### config.mk
export PLATFORM = sky130hd
export DESIGN_NAME = rdata_arbiter
export DESIGN_NICKNAME = d
export VERILOG_FILES = /design/src/rtl/rdata_arbiter.sv
export SDC_FILE = /design/constraint.sdc
export NUM_CORES = 1
export LEC_CHECK = 0
export CAP_MARGIN = 10
export CORE_ASPECT_RATIO = 0.7
export CORE_MARGIN = 4
export CORE_UTILIZATION = 39
export DETAILED_ROUTE_END_ITERATION = 16
export PLACE_DENSITY_LB_ADDON = 0.05
export SLEW_MARGIN = 10
export SYNTH_ARGS = -nofsm -noshare
export SYNTH_HDL_FRONTEND = slang
export SYNTH_SLANG_ARGS = --single-unit
export TNS_END_PERCENT = 50
### constraint.sdc
create_clock -name clock -period 1.2 [get_ports clock]
set_clock_uncertainty 0.05 [all_clocks]
set_input_delay 0.18 -clock clock [delete_from_list [all_inputs] [get_ports clock]]
set_output_delay 0.18 -clock clock [all_outputs]
set_load 0.01 [all_outputs]
### src/rtl/rdata_arbiter.sv
// Round-robin arbiter sharing one valid/ready/rdata read target among NREQ requesters.
// Optional watchdog abort of unanswered transactions is enabled by `define RDATA_ARB_TIMEOUT_EN.
module rdata_arbiter #(
    parameter int unsigned NREQ      = 4,
    parameter int unsigned DW        = 4,
    parameter int unsigned TO_CYCLES = 15
) (
    input  logic            clock,
    input  logic            reset,
    input  logic [NREQ-1:0] req_valid,
    output logic [NREQ-1:0] req_ready,
    output logic [DW-1:0]   req_rdata,
    output logic            tgt_valid,
    input  logic            tgt_ready,
    input  logic [DW-1:0]   tgt_rdata,
    output logic [NREQ-1:0] grant,
    output logic            busy,
    output logic            timeout
);

    localparam int unsigned PW = $clog2(NREQ);

    if (NREQ < 2 || NREQ > 8 || TO_CYCLES < 1) begin : g_param_check
        $error("rdata_arbiter: parameter out of range");
    end

    typedef enum logic [1:0] {
        IDLE  = 2'd0,
        ISSUE = 2'd1,
        RESP  = 2'd2
    } state_t;

    state_t          state_q, state_d;
    logic [PW-1:0]   ptr_q, ptr_d;
    logic [PW-1:0]   win_q, win_d;
    logic [NREQ-1:0] grant_d;
    logic [NREQ-1:0] req_ready_d;
    logic [DW-1:0]   rdata_q, rdata_d;
    logic            tgt_valid_d;
    logic            busy_d;
    logic            timeout_d;
    logic            sel_found_c;
    logic [PW-1:0]   sel_idx_c;
    logic [PW-1:0]   scan_idx_c;
    logic            abort_c;

    // Round-robin search starting one past the last winner, wrapping modulo NREQ.
    always_comb begin
        sel_found_c = 1'b0;
        sel_idx_c   = '0;
        scan_idx_c  = '0;
        for (int unsigned i = 1; i <= NREQ; i++) begin
            scan_idx_c = PW'((32'(ptr_q) + i) % NREQ);
            if (!sel_found_c && req_valid[scan_idx_c]) begin
                sel_found_c = 1'b1;
                sel_idx_c   = scan_idx_c;
            end
        end
    end

`ifdef RDATA_ARB_TIMEOUT_EN
    localparam int unsigned CW = (TO_CYCLES > 1) ? $clog2(TO_CYCLES) : 1;

    logic [CW-1:0] wd_cnt_q;

    // Counts stalled ISSUE cycles; held at zero outside ISSUE so every ISSUE starts fresh.
    always_ff @(posedge clock) begin
        if (reset) begin
            wd_cnt_q <= '0;
        end else if (state_q != ISSUE) begin
            wd_cnt_q <= '0;
        end else if (!tgt_ready) begin
            wd_cnt_q <= wd_cnt_q + CW'(1);
        end
    end

    assign abort_c = (state_q == ISSUE) && !tgt_ready && (wd_cnt_q == CW'(TO_CYCLES - 1));
`else
    assign abort_c = 1'b0;
`endif

    // Next-state and next-output decode; every output is registered from these.
    always_comb begin
        state_d     = state_q;
        ptr_d       = ptr_q;
        win_d       = win_q;
        grant_d     = grant;
        rdata_d     = rdata_q;
        req_ready_d = '0;
        timeout_d   = 1'b0;

        case (state_q)
            IDLE: begin
                if (sel_found_c) begin
                    state_d = ISSUE;
                    win_d   = sel_idx_c;
                    grant_d = NREQ'(1) << sel_idx_c;
                end
            end
            ISSUE: begin
                if (tgt_ready) begin
                    state_d     = RESP;
                    rdata_d     = tgt_rdata;
                    req_ready_d = grant;
                end else if (abort_c) begin
                    state_d     = RESP;
                    rdata_d     = '1;
                    req_ready_d = grant;
                    timeout_d   = 1'b1;
                end
            end
            RESP: begin
                state_d = IDLE;
                ptr_d   = win_q;
                grant_d = '0;
            end
            default: begin
                state_d = IDLE;
                grant_d = '0;
            end
        endcase

        tgt_valid_d = (state_d == ISSUE);
        busy_d      = (state_d != IDLE);
    end

    always_ff @(posedge clock) begin
        if (reset) begin
            state_q   <= IDLE;
            ptr_q     <= PW'(NREQ - 1);
            win_q     <= '0;
            grant     <= '0;
            rdata_q   <= '0;
            req_ready <= '0;
            tgt_valid <= 1'b0;
            busy      <= 1'b0;
            timeout   <= 1'b0;
        end else begin
            state_q   <= state_d;
            ptr_q     <= ptr_d;
            win_q     <= win_d;
            grant     <= grant_d;
            rdata_q   <= rdata_d;
            req_ready <= req_ready_d;
            tgt_valid <= tgt_valid_d;
            busy      <= busy_d;
            timeout   <= timeout_d;
        end
    end

    assign req_rdata = rdata_q;

endmodule

==> results of run 1 <==
[worst register-to-register path: cells and delay by family, from the launching register on]
family	cells	cell delay, ps
AO/OA/AOI/OAI	2	560
flip-flops	1	380
buffers and inverters	2	260
[timing repair]
| action | 4_1_cts | 5_1_grt |
|---|---|---|
| buffers inserted | 2 | 1 |
| setup endpoints to repair | 22 | 15 |
| cloned | 0 | 0 |
| resized for setup | 27 | 12 |
| pin swaps | 2 | 3 |
[flip-flops by register name, summed over array words and instances (netlist names)]
register and count:
grant 4, req_rdata 4, req_ready 4, ptr_q 2
state_q 2, win_q 2, busy 1, tgt_valid 1
[Yosys cell counts, types with 2 or more instances]
cell type	instances
dfxtp_1	20
nor2_1	10
a21oi_1	4
a32o_1	4
and2_1	4
mux2i_1	4
a21boi_0	2
buf_2	2
inv_1	2
nand2_1	2
nor4_1	2
o21ai_0	2
o21bai_1	2
or2_1	2
or2b_1	2
[power breakdown]
| group | total, mW | switching, mW | internal (mW) |
|---|---|---|---|
| clock | 0.387 | 0.202 | 0.185 |
| sequential | 0.719 | 0.0200 | 0.699 |
| combinational | 0.272 | 0.126 | 0.146 |
| total | 1.38 | 0.349 | 1.03 |
[metrics by stage]
step	setup TNS [ps]	hold WS [ps]
CTS	-625.2	419.3
global placement	-5220	413.5
detailed placement	-5484	424.0
global route	-944.7	431.2
finish	-557.1	428.9
floorplan	-134.7	236.1
[cell type report]
type                       instances  area [sq um]  area share (%)
clock buffer                       4         36.28           2.877
timing repair buffer              39         334.1           26.49
tap                               22         27.53           2.183
sequential                        20         407.9           32.34
multi-input combinational         52         447.9           35.52
inverter                           2         7.507          0.5952
[cells in the final DEF, fill, tap and decap left out, types with 2 or more instances in the layout]
cell type         n
a21oi_1           3
a32o_1            4
and2_1            4
buf_4            14
clkbuf_4          3
clkdlybuf4s15_1   3
clkdlybuf4s50_1   6
dfxtp_1          16
dfxtp_2           3
dlygate4sd2_1    14
inv_1             2
mux2i_1           4
nand2_1           2
nor2_1           10
o21bai_1          2
or2_4             2
or2b_1            2
[worst max path at each step]
stage | start | end | slack, ps | cells past startpoint
final | ptr_q[0] | grant[1] | -140 | 4
after global routing | ptr_q[1] | grant[0] | -180 | 5
after CTS | ptr_q[0] | grant[1] | -140 | 5
after floorplan | ptr_q[0] | grant[2] | -40 | 4
after global placement | req_valid[0] | grant[3] | -570 | 5
after detailed placement | req_valid[0] | grant[2] | -640 | 5
[kinds of logic after synthesis]
group | count (synthesis)
simple gates | 28
flops | 20
compound gates | 19
buf+inv | 6
mux | 4
other cells | 1
[layer usage]
layer  wire length (um)  GRT usage [%]  vias up  share of wire (%)
li1                   -              -      356                  -
met2                796          21.92       17                 42
met1                957          22.03      318                 51
met5                  0              0        -                  0
met3                111          5.949        2                5.9
met4                 10          5.085        0               0.53
==> impl_metrics.ini, run 1 <==
[timing]
rsz0062_at_grt = true
min_period_over_period_pct = 111.6
finalMaxSlewViolations = 0
setup_viol = 6
setup_ws_ps = -138.7
fin_crit_ps = 1339
hold_viol = 0
fmax_mhz = 747.0

[hold_path]
whs_path_depth = 3
min-delay-start = tgt_rdata[3]
worstHoldEndpoint = req_rdata[3]
min_path_type = input port to flip-flop

[cts]
insertion_delay_ps = 300
cts.htree.levels = 1
clock-sinks = 20
hold_buffers = 0
clk_pin_slew_ps = 110
clockBufferDepth = 2
cts_buffers = 3
cts_tree = built
cts_root_buf = clkbuf_4

[setup_path]
reg2regPathDepth = 4
critical_path_class = flip-flop to flip-flop
cp_data_required_time_ps = 1360
critPathLaunchType = flip-flop
cp_cell_sequence = buf_4 > buf_4 > a221o_1 > a32o_1
r2r_end = grant[1]
slowest_delay_ps = 380
crit_top_cell = buf_4
ff2ff_setup_slack_ps = -140
cp_num_buf_inv = 2
reg2reg_from = ptr_q[0]
cp_max_fo = 5
path_delay_family = compound AO/OA/AOI/OAI gates
endpoint_kind = flip-flop
cp.arrival_ps = 1490
slowest_stage = dfxtp_4

[logic_synthesis]
yosysTopAreaCell = dfxtp_1
ys_seq_area_share_pct = 50.55
ys_ff_latch = 20
synthArstFlopShare_pct = 0
synth_top_family_by_area = simple AND/OR/NAND/NOR gates
synthAdderAreaFrac_pct = 0
ys_types = 29
synth-edff-count = 0
postSynthAreaPerCell_sq_um = 10.15
synth_nets = 89
yosys_warnings = 0
syn_area_sq_um = 792.0
syn_inst = 78
synth_top_area_share_pct = 50.55
synth_flop_cell = dfxtp_1
synth_compound_area_share_pct = 18.80
synth-simple-area-share_pct = 21.01
ys_top_cells_by_area = dfxtp_1 (51%), a32o_1 (5.1%), mux2i_1 (5.1%), nor2_1 (4.7%), and2_1 (3.2%)
synth_xor_area_share_pct = 0
synth.area.mux_share_pct = 5.055

[place]
dp_hpwl_mm = 1.382
place_area_sq_um = 1169
place_congestion = 0.7412
port_buffers = 24
numPlacedInstances = 133
dp_slack_ps = -641.5

[floorplan]
fp.dieH_um = 45.71
row_count = 13
start_util_pct = 41.98
fp.dieW_um = 61.86
die_area_sq_um = 2827
core_area_sq_um = 1887
ios = 26

[final_layout]
num-nets-final = 129
fin_util_pct = 66.84
antenna_cells = 0
final_area_sq_um = 1261
syn_to_final_growth_pct = 59.24
fill_cells = 144
fin_cells = 139
drive_gt1_share_pct = 32.48

[global_routing]
grt_max_degree = 12
grt_first_pass_wirelength_mm = 3.118
grt_pass1_vias = 707
overflow = 0
antenna_found_initial = 0
grt_util_all_layers_pct = 15.67

[drt]
dr.pass1.iters = 3
wl_per_cell_um = 13.50
drtAntennaViolNets = 0
via_per_inst = 4.986
drt_iter0_markers = 30
drc = 0
routed_wl_mm = 1.876
vias = 693

[pwr]
power_density_nw_per_um2 = 1093
total_power_mw = 1.378
ir_drop_mv = 1.163
leakage_nw = 0.5811

[run_status]
status = finished, violations left
violations = setup timing

[run]
max-cap-violations = 0
(Power assumes the default switching activity.)
==> run 2, diff against run 1 <==
--- a/config.mk
+++ b/config.mk
@@ -10,6 +10,7 @@
 export CORE_MARGIN = 4
 export CORE_UTILIZATION = 39
 export DETAILED_ROUTE_END_ITERATION = 16
+export HOLD_SLACK_MARGIN = 0.08
 export PLACE_DENSITY_LB_ADDON = 0.05
 export SLEW_MARGIN = 10
 export SYNTH_ARGS = -nofsm -noshare
==> results of run 2 <==
Final layout, timing and power as in run 1 (identical DEF).
==> run 3, diff against run 2 <==
--- a/config.mk
+++ b/config.mk
@@ -6,12 +6,12 @@
 export NUM_CORES = 1
 export LEC_CHECK = 0
 export CAP_MARGIN = 10
-export CORE_ASPECT_RATIO = 0.7
 export CORE_MARGIN = 4
 export CORE_UTILIZATION = 39
 export DETAILED_ROUTE_END_ITERATION = 16
 export HOLD_SLACK_MARGIN = 0.08
 export PLACE_DENSITY_LB_ADDON = 0.05
+export SKIP_LAST_GASP = 1
 export SLEW_MARGIN = 10
 export SYNTH_ARGS = -nofsm -noshare
 export SYNTH_HDL_FRONTEND = slang
==> run 3 against run 2 <==
Effect of this change:
- the run still ends with setup timing left
- utilization fell by 1.1 points
- setup slack worse by 27 ps
- routed wire length down 1.5%
- first-iteration DRC count is 90% lower
- non-clock buffer count up 2
- flip-flop and latch count unchanged
- register-to-register slack worse by 30 ps
- sequential power shrank 0.6%
- critical path type unchanged
==> impl_metrics.ini, run 3 (synthesized netlist as in run 1, its figures left out) <==
[timing]
fmax_mhz = 732.4
fin_crit_ps = 1365
finalMaxSlewViolations = 0
rsz0062_at_grt = true
hold_viol = 0
setup_viol = 6
setup_ws_ps = -165.4
min_period_over_period_pct = 113.8

[floorplan]
ios = 26
row_count = 16
fp.dieW_um = 53.07
fp.dieH_um = 53.07
die_area_sq_um = 2816
start_util_pct = 40.79
core_area_sq_um = 1942

[place]
port_buffers = 24
dp_hpwl_mm = 1.321
dp_slack_ps = -600.8
place_area_sq_um = 1182
place_congestion = 0.7336

[final_layout]
antenna_cells = 0
syn_to_final_growth_pct = 61.30
layout_commonest_cell = dfxtp_1
fill_cells = 185
fin_util_pct = 65.79
final_area_sq_um = 1277
num-nets-final = 131
drive_gt1_share_pct = 28.81
layout_common_cells = dfxtp_1 (18), buf_4 (16), nor2_1 (10), dlygate4sd2_1 (10), dlymetal6s2s_1 (8)

[hold_path]
whs_path_depth = 3
min_path_type = input port to flip-flop
min-delay-start = tgt_rdata[0]

[setup_path]
slowest_stage = dfxtp_4
cp_max_fo = 3
reg2reg_from = ptr_q[1]
cp_cell_sequence = buf_4 > nor3b_2 > a311oi_4 > buf_4 > buf_4 > nand2_1 > a21oi_2
cp.arrival_ps = 1510
path_delay_family = buffers and inverters
crit_top_cell = buf_4
reg2regPathDepth = 7
critPathLaunchType = flip-flop
cp.depth = 7
cp-startpoint = ptr_q[1]
endpoint_kind = flip-flop
cp_data_required_time_ps = 1340
critical_path_class = flip-flop to flip-flop
cp_num_buf_inv = 3
slowest_delay_ps = 360

[cts]
clockBufferDepth = 2
cts_tree = built
cts_buffers = 3
cts.htree.levels = 1
clock-sinks = 20
cts_root_buf = clkbuf_4
insertion_delay_ps = 290
clk_pin_slew_ps = 110

[drt]
via_per_inst = 4.876
dr.pass1.iters = 3
drc = 0
wl_per_cell_um = 12.74
routed_wl_mm = 1.848
vias = 707
drtAntennaViolNets = 0
drt_iter0_markers = 3

[global_routing]
grt_util_all_layers_pct = 14.62
grt_first_pass_wirelength_mm = 2.973
grt_pass1_vias = 674
antenna_found_initial = 0
grt_max_degree = 11
overflow = 0

[run]
max-cap-violations = 0

[pwr]
leakage_nw = 0.6882
power_density_nw_per_um2 = 1021
total_power_mw = 1.305
ir_drop_mv = 0.5406

[run_status]
status = finished, violations left
violations = setup timing
==> run 3: per-stage QoR <==
step,instances,hold WS [ps],setup TNS (ps)
CTS,143,434.4,-2123
global route,145,462.2,-1545
global placement,139,419.7,-5144
floorplan,78,236.1,-134.7
detailed placement,139,426.7,-5211
finish,145,436.8,-795.6
==> run 3: power by group <==
part,switching (mW),internal [mW]
registers,0.0188,0.696
logic,0.121,0.149
clock network,0.203,0.117
==> run 3: routing by layer <==
metal | up-vias | part of all wire, % | global-route usage [%]
met1 | 335 | 44 | 18.62
met2 | 11 | 52 | 24.59
met4 | 0 | 0 | 5.106
met3 | 0 | 3.7 | 2.535
li1 | 361 | - | -
met5 | - | 0 | 0
==> run 3: area by class of cell <==
type	count	area (sq um)	share of cell area (%)
Multi-Input combinational cell	52	426.7	33.40
Sequential cell	20	407.9	31.93
Inverter	2	7.507	0.5877
Clock buffer	3	22.52	1.763
Timing Repair Buffer	41	379.1	29.68
Tap cell	27	33.78	2.644
==> run 3: final timing paths <==
path | slack (ps) | endpoint
min | 440 | req_rdata[0]
max reg2reg | -170 | win_q[1]
min reg2reg | 440 | req_ready[1]
max | -170 | win_q[1]
==> run 3: tightest hold or removal path: stages <==
cell and delay, ps:
clkdlybuf4s50_1 400, mux2i_1 120, nor2_1 50
==> run 3: repair_timing <==
action / in CTS / in global routing
pin swaps: 7 / 4
setup buffers: 2 / 2
setup endpoints to repair: 22 / 22
hold buffers: 0 / 0
gates resized for setup: 19 / 10
